===== config.mk =====
export PLATFORM = sky130hd
export DESIGN_NAME = mem_stage_lsu
export DESIGN_NICKNAME = d
export VERILOG_FILES = /design/src/rtl/lsu_pkg.sv /design/src/rtl/lsu_load_align.sv /design/src/rtl/mem_stage_lsu.sv
export SDC_FILE = /design/constraint.sdc
export NUM_CORES = 1
export LEC_CHECK = 0
export CAP_MARGIN = 10
export CORE_ASPECT_RATIO = 0.9
export CORE_MARGIN = 2
export CORE_UTILIZATION = 48
export CTS_CLUSTER_SIZE = 28
export DETAILED_ROUTE_END_ITERATION = 16
export PLACE_DENSITY = 0.95
export SETUP_SLACK_MARGIN = 0.4
export SLEW_MARGIN = 10
export SYNTH_ARGS = -nofsm -noshare
export SYNTH_HDL_FRONTEND = slang
export SYNTH_SLANG_ARGS = --single-unit

===== constraint.sdc =====
create_clock -name clk -period 4.1 [get_ports clk]
set_input_delay 0.82 -clock clk [delete_from_list [all_inputs] [get_ports clk]]
set_output_delay 0.82 -clock clk [all_outputs]
set_load 0.03 [all_outputs]

===== src/rtl/lsu_pkg.sv =====
// Shared encodings and helpers for the MEM-stage load/store unit.
package lsu_pkg;

   localparam logic [1:0] SZ_B = 2'b00;
   localparam logic [1:0] SZ_H = 2'b01;
   localparam logic [1:0] SZ_W = 2'b10;
   localparam logic [1:0] SZ_D = 2'b11;

   typedef enum logic {
      ST_IDLE = 1'b0,
      ST_WAIT = 1'b1
   } lsu_state_t;

   // Byte mask of an access, right-justified (before shifting to its lane).
   function automatic logic [7:0] size_mask(input logic [1:0] size);
      case (size)
         SZ_B:    return 8'h01;
         SZ_H:    return 8'h03;
         SZ_W:    return 8'h0f;
         default: return 8'hff;
      endcase
   endfunction

   // Natural-alignment check on the low address bits.
   function automatic logic is_misaligned(input logic [2:0] addr, input logic [1:0] size);
      case (size)
         SZ_H:    return addr[0];
         SZ_W:    return |addr[1:0];
         SZ_D:    return |addr;
         default: return 1'b0;
      endcase
   endfunction

endpackage


===== src/rtl/lsu_load_align.sv =====
// Read-data alignment: shift the addressed lane down, mask to size, extend.
module lsu_load_align
   import lsu_pkg::*;
#(
   parameter  int DATA_W = 32,
   localparam int LW     = $clog2(DATA_W/8)
) (
   input  logic [DATA_W-1:0] rdata,
   input  logic [LW-1:0]     lane,
   input  logic [1:0]        size,
   input  logic              zext,
   output logic [DATA_W-1:0] data
);

   logic [DATA_W-1:0] sh;

   assign sh = rdata >> {lane, 3'b000};

   // Size casts of signed slices give sign extension, plain slices zero extension.
   always_comb begin
      data = sh;
      case (size)
         SZ_B: data = zext ? DATA_W'(sh[7:0])  : DATA_W'($signed(sh[7:0]));
         SZ_H: data = zext ? DATA_W'(sh[15:0]) : DATA_W'($signed(sh[15:0]));
         SZ_W: data = zext ? DATA_W'(sh[31:0]) : DATA_W'($signed(sh[31:0]));
         default: data = sh;
      endcase
   end

endmodule


===== src/rtl/mem_stage_lsu.sv =====
// MEM-stage load/store unit: request generation, wait/stall, load writeback.
//
//   state   | meaning
//   --------+--------------------------------------------------------------
//   ST_IDLE | no access outstanding; non-memory ops pass straight to MEM/WB
//   ST_WAIT | request on the bus, waiting for mem_ack or the timeout
module mem_stage_lsu
   import lsu_pkg::*;
#(
   parameter int ADDR_W      = 32,
   parameter int DATA_W      = 32,
   parameter int TIMEOUT_CYC = 64
) (
   input  logic                clk,
   input  logic                rst,
   input  logic                ex_valid,
   input  logic [ADDR_W-1:0]   aluresult,
   input  logic                memread,
   input  logic                memwrite,
   input  logic [1:0]          memsize,
   input  logic                memunsigned,
   input  logic [DATA_W-1:0]   swdata,
   output logic                stall,
   output logic                mem_req,
   output logic                mem_we,
   output logic [ADDR_W-1:0]   mem_addr,
   output logic [DATA_W/8-1:0] mem_be,
   output logic [DATA_W-1:0]   mem_wdata,
   input  logic                mem_ack,
   input  logic [DATA_W-1:0]   mem_rdata,
   output logic                wb_valid,
   output logic [DATA_W-1:0]   wb_data,
   output logic                misalign,
   output logic                buserr
);

   localparam int NB = DATA_W/8;
   localparam int LW = $clog2(NB);
   localparam int CW = (TIMEOUT_CYC > 1) ? $clog2(TIMEOUT_CYC+1) : 1;
   // Last waiting cycle index; the timeout fires on the TIMEOUT_CYC-th cycle without ack.
   localparam logic [CW-1:0] TC_LAST = CW'((TIMEOUT_CYC > 0) ? TIMEOUT_CYC-1 : 0);

   lsu_state_t        state, state_nxt;
   logic [CW-1:0]     tmo_cnt;
   logic              memop, bad_access, tmo_hit;
   logic [LW-1:0]     lane, lane_q;
   logic [1:0]        size_q;
   logic              zext_q, load_q;
   logic [2:0]        rep_m1;
   logic [NB-1:0]     be_nxt;
   logic [DATA_W-1:0] wdata_nxt, load_data;

   assign memop      = ex_valid & (memread | memwrite);
   assign lane       = aluresult[LW-1:0];
   assign bad_access = is_misaligned(aluresult[2:0], memsize) | ((memsize == SZ_D) && (DATA_W < 64));
   assign tmo_hit    = (TIMEOUT_CYC != 0) && (state == ST_WAIT) && !mem_ack && (tmo_cnt == TC_LAST);
   assign be_nxt     = NB'(size_mask(memsize)) << lane;

   // Replicate the right-justified store data across every lane of the bus.
   always_comb begin
      wdata_nxt = '0;
      case (memsize)
         SZ_B:    rep_m1 = 3'd0;
         SZ_H:    rep_m1 = 3'd1;
         SZ_W:    rep_m1 = 3'd3;
         default: rep_m1 = 3'd7;
      endcase
      for (int i = 0; i < NB; i++) begin
         wdata_nxt[8*i +: 8] = swdata[8*(i & int'(rep_m1)) +: 8];
      end
   end

   lsu_load_align #(.DATA_W(DATA_W)) u_align (
      .rdata (mem_rdata),
      .lane  (lane_q),
      .size  (size_q),
      .zext  (zext_q),
      .data  (load_data)
   );

   // State register.
   always_ff @(posedge clk or negedge rst) begin
      if (!rst) state <= ST_IDLE;
      else      state <= state_nxt;
   end

   // Next state and pipeline stall; stall is forced low while reset is held.
   always_comb begin
      state_nxt = state;
      stall     = 1'b0;
      case (state)
         ST_IDLE: begin
            if (memop && !bad_access) begin
               stall     = 1'b1;
               state_nxt = ST_WAIT;
            end
         end
         ST_WAIT: begin
            stall = !mem_ack && !tmo_hit;
            if (mem_ack || tmo_hit) state_nxt = ST_IDLE;
         end
         default: state_nxt = ST_IDLE;
      endcase
      if (!rst) stall = 1'b0;
   end

   // Bus request, captured access attributes, timeout counter and MEM/WB outputs.
   always_ff @(posedge clk or negedge rst) begin
      if (!rst) begin
         mem_req   <= 1'b0;
         mem_we    <= 1'b0;
         mem_addr  <= '0;
         mem_be    <= '0;
         mem_wdata <= '0;
         wb_valid  <= 1'b0;
         wb_data   <= '0;
         misalign  <= 1'b0;
         buserr    <= 1'b0;
         tmo_cnt   <= '0;
         lane_q    <= '0;
         size_q    <= SZ_B;
         zext_q    <= 1'b0;
         load_q    <= 1'b0;
      end else begin
         misalign <= 1'b0;
         buserr   <= 1'b0;
         case (state)
            ST_IDLE: begin
               if (memop) begin
                  wb_valid <= 1'b0;
                  wb_data  <= '0;
                  if (bad_access) begin
                     misalign <= 1'b1;
                  end else begin
                     mem_req   <= 1'b1;
                     mem_we    <= memwrite;
                     mem_addr  <= {aluresult[ADDR_W-1:LW], LW'(0)};
                     mem_be    <= be_nxt;
                     mem_wdata <= wdata_nxt;
                     lane_q    <= lane;
                     size_q    <= memsize;
                     zext_q    <= memunsigned;
                     load_q    <= !memwrite;
                     tmo_cnt   <= '0;
                  end
               end else begin
                  wb_valid <= ex_valid;
                  wb_data  <= DATA_W'(aluresult);
               end
            end
            ST_WAIT: begin
               wb_valid <= 1'b0;
               if (mem_ack) begin
                  mem_req  <= 1'b0;
                  wb_valid <= 1'b1;
                  wb_data  <= load_q ? load_data : '0;
                  tmo_cnt  <= '0;
               end else if (tmo_hit) begin
                  mem_req <= 1'b0;
                  buserr  <= 1'b1;
                  tmo_cnt <= '0;
               end else if (TIMEOUT_CYC != 0) begin
                  tmo_cnt <= tmo_cnt + CW'(1);
               end
            end
            default: ;
         endcase
      end
   end

endmodule


==> impl_metrics.env <==
export IMPL_outcome="completed"
export IMPL_core_um2=11500
export IMPL_die_h_um=108
export IMPL_p_per_area_nw_per_um2=586
export IMPL_max_freq_mhz=281
export IMPL_final_cells=877
export IMPL_hold_buffers=0
export IMPL_gr_usage_met2=0.489
export IMPL_cts_tree="yes"
export IMPL_routed_wl_mm=18.0
export IMPL_portBuffers=208
export IMPL_place_congestion=0.868
export IMPL_drtIter0Drc=464
export IMPL_drt_first_pass_iters=5
export IMPL_syn_avg_cell_area_um2=11.2
export IMPL_rsz0062_at_grt="false"
export IMPL_cts_max_level=4
export IMPL_r2r_end="wb_data[21]"
export IMPL_syn_inst=509
export IMPL_area_growth_pct=48.9
export IMPL_wl_per_cell_um=20.6
export IMPL_report_final_slew_viol_count=0
export IMPL_rows=37
export IMPL_synthArstFlopShare=1.00
export IMPL_cts_buffers=17
export IMPL_ir_drop_mv=0.316
export IMPL_grt_antenna_before_repair=0
export IMPL_clock_latency_ns=0.41
export IMPL_post_cts_buffers=0
export IMPL_grt_pass1_vias=5269
export IMPL_grt_total_usage=0.288
export IMPL_cts_resized=0
export IMPL_power_uw=4990
export IMPL_busiest_layer="met2"
export IMPL_clkTransAtPathRegs_ns=0.06
export IMPL_max_slew_margin=0.180
export IMPL_start_util=0.496
export IMPL_required_ns=3.28
export IMPL_synth_flop_cell="dfrtp_1"
export IMPL_synth_edf_count=0
export IMPL_tns_ns=0
export IMPL_rrSetupSlack_ns=1.50
export IMPL_worstSetupStartpointType="primary input"
export IMPL_dp_hpwl_mm=12.9
export IMPL_finalClockSkew_ns=0.00763
export IMPL_grt_pass1_wl_mm=28.1
export IMPL_cp_arrival_ns=2.74
export IMPL_synth_top_area_frac=0.512
export IMPL_diodes=0
export IMPL_hold_violations=0
export IMPL_ys_seq_area_frac=0.512
export IMPL_final_antenna_net_count=0
export IMPL_die_w_um=119
export IMPL_endpoint_kind="primary output"
export IMPL_post_route_min_period_ns=3.56
export IMPL_ys_warn_count=0
export IMPL_grt_overflow=0
export IMPL_vias=5075
export IMPL_root_buffer="clkbuf_16"
export IMPL_worst_pin_slew_ns=1.23
export IMPL_die_area_um2=12800
export IMPL_grtUsageMet1=0.341
export IMPL_hold_path_class="in2async"
export IMPL_maxCapViolCount=0
export IMPL_final_layout_size_suffix_gt1_frac=0.128
export IMPL_r2r_cells=3
export IMPL_dp_cells=845
export IMPL_ys_ff_latch=117
export IMPL_path_class="in2out"
export IMPL_synth_top_cell_by_area="dfrtp_1"
export IMPL_clk_path_buf_depth=2
export IMPL_nets=814
export IMPL_grtUsageMet3=0.0911
export IMPL_grt_max_degree=95
export IMPL_syn_area_um2=5710
export IMPL_pre_cts_ws_ns=0.570
export IMPL_post_route_period_util=0.867
export IMPL_r2r_start="lane_q[1]"
export IMPL_p_leak_uw=0.00384
export IMPL_setup_ws_ns=0.545
export IMPL_synthDistinctLibCells=43
export IMPL_nFillCells=752
export IMPL_vias_per_cell=5.79
export IMPL_critPathMaxFanout=9
export IMPL_finalSetupViolCount=0
export IMPL_clock_sinks=117
export IMPL_num_io_pins=211
export IMPL_synth_area_top_cells="dfrtp_1, mux2_4, mux2i_1, o21ai_0, nand2_1"
export IMPL_drcViolationCount=0
[layer usage]
metal | vias to the layer above | wire length [µm] | part of all wire
met5 | - | 0 | 0
met4 | 0 | 523 | 0.029
met3 | 44 | 1470 | 0.081
met2 | 298 | 8930 | 0.49
met1 | 2484 | 7120 | 0.39
li1 | 2249 | - | -
[critical path, cell delays in order]
cell             delay (ns)
clkdlybuf4s50_1        0.63
or3_4                  0.46
a211o_4                0.38
nand2b_1               0.11
and2_1                 0.15
buf_4                  0.17
[metrics by stage]
stage | hold slack [ns] | utilization | area (µm²)
floorplan | 0.419 | - | 5720
global placement | 0.453 | 0.683 | 7870
detailed placement | 0.452 | 0.683 | 7870
CTS | 0.239 | 0.738 | 8510
global route | 0.238 | 0.738 | 8510
finish | 0.249 | 0.738 | 8510
[power by group]
part	total [µW]	internal (µW)	switching, µW
Clock	1590	1080	508
Combinational	1770	820	950
Sequential	1630	1420	216
[sequential cells by signal, summed over array words and instances, names as in the netlist]
register,cells
mem_we,1
size_q,2
buserr,1
mem_addr,30
wb_valid,1
load_q,1
mem_req,1
lane_q,2
wb_data,32
mem_be,4
state,1
zext_q,1
misalign,1
mem_wdata,32
tmo_cnt,7
[synthesized netlist by cell type, types with 2 or more instances]
master / number
a21oi_1: 22
mux4_2: 2
a222oi_1: 8
nand2_1: 56
o21ai_0: 52
buf_6: 5
a21o_1: 2
dfrtp_1: 117
mux2i_1: 41
a211oi_1: 8
buf_1: 3
and3_1: 3
o21a_1: 2
o221ai_1: 2
o21ai_1: 9
a22oi_1: 8
nor2_1: 33
buf_4: 3
nor3_1: 6
nand4b_1: 3
a31oi_1: 2
a32oi_1: 7
and2_1: 3
nand2b_1: 5
o31ai_1: 2
clkbuf_1: 19
nand3_1: 2
nor2b_1: 8
inv_1: 3
buf_2: 8
a211o_1: 10
mux2_4: 44
[worst max path at each step]
stage / from / endpoint / slack, ns / cells past startpoint
after floorplan: memsize[0] / stall / 1.14 / 6
after global placement: aluresult[0] / stall / 0.66 / 6
after detailed placement: aluresult[0] / stall / 0.57 / 6
after CTS: aluresult[0] / stall / 0.58 / 6
after global routing: aluresult[0] / stall / 0.52 / 6
final: aluresult[0] / stall / 0.54 / 6
[cell type report]
type                            instances  area (µm²)  share of cell area
Timing Repair Buffer                  217        2140               0.252
Clock inverter                          9         148              0.0174
Sequential cell                       117        2930               0.344
Clock buffer                           23         488              0.0574
Multi-Input combinational cell        352        2590               0.305
Tap cell                              156         195              0.0229
Inverter                                3        11.3             0.00132
[cell families after synthesis]
family	count (synthesis)	synth area share
AOI/OAI and AO/OA	138	0.152
muxes	87	0.195
and+or+nand+nor	123	0.0983
buffers and inverters	41	0.0372
DFF	117	0.512
other	1	0.000656
xor gates and xnor gates	1	0.00153
adders and majority gates	1	0.00219
[placed cells by master (no fill, tap or decap), drive strengths merged, types with 3 or more instances in the layout]
cell type	instances
a211o	10
a211oi	8
a21oi	22
a222oi	8
a22oi	8
a32oi	7
and2	3
and3	3
buf	11
bufinv	4
clkbuf	23
clkdlybuf4s50	206
clkinv	4
dfrtp	117
inv	3
mux2	44
mux2i	41
nand2	56
nand2b	5
nand4b	3
nor2	33
nor2b	8
nor3	6
o21ai	61
(Power assumes the default switching activity.)
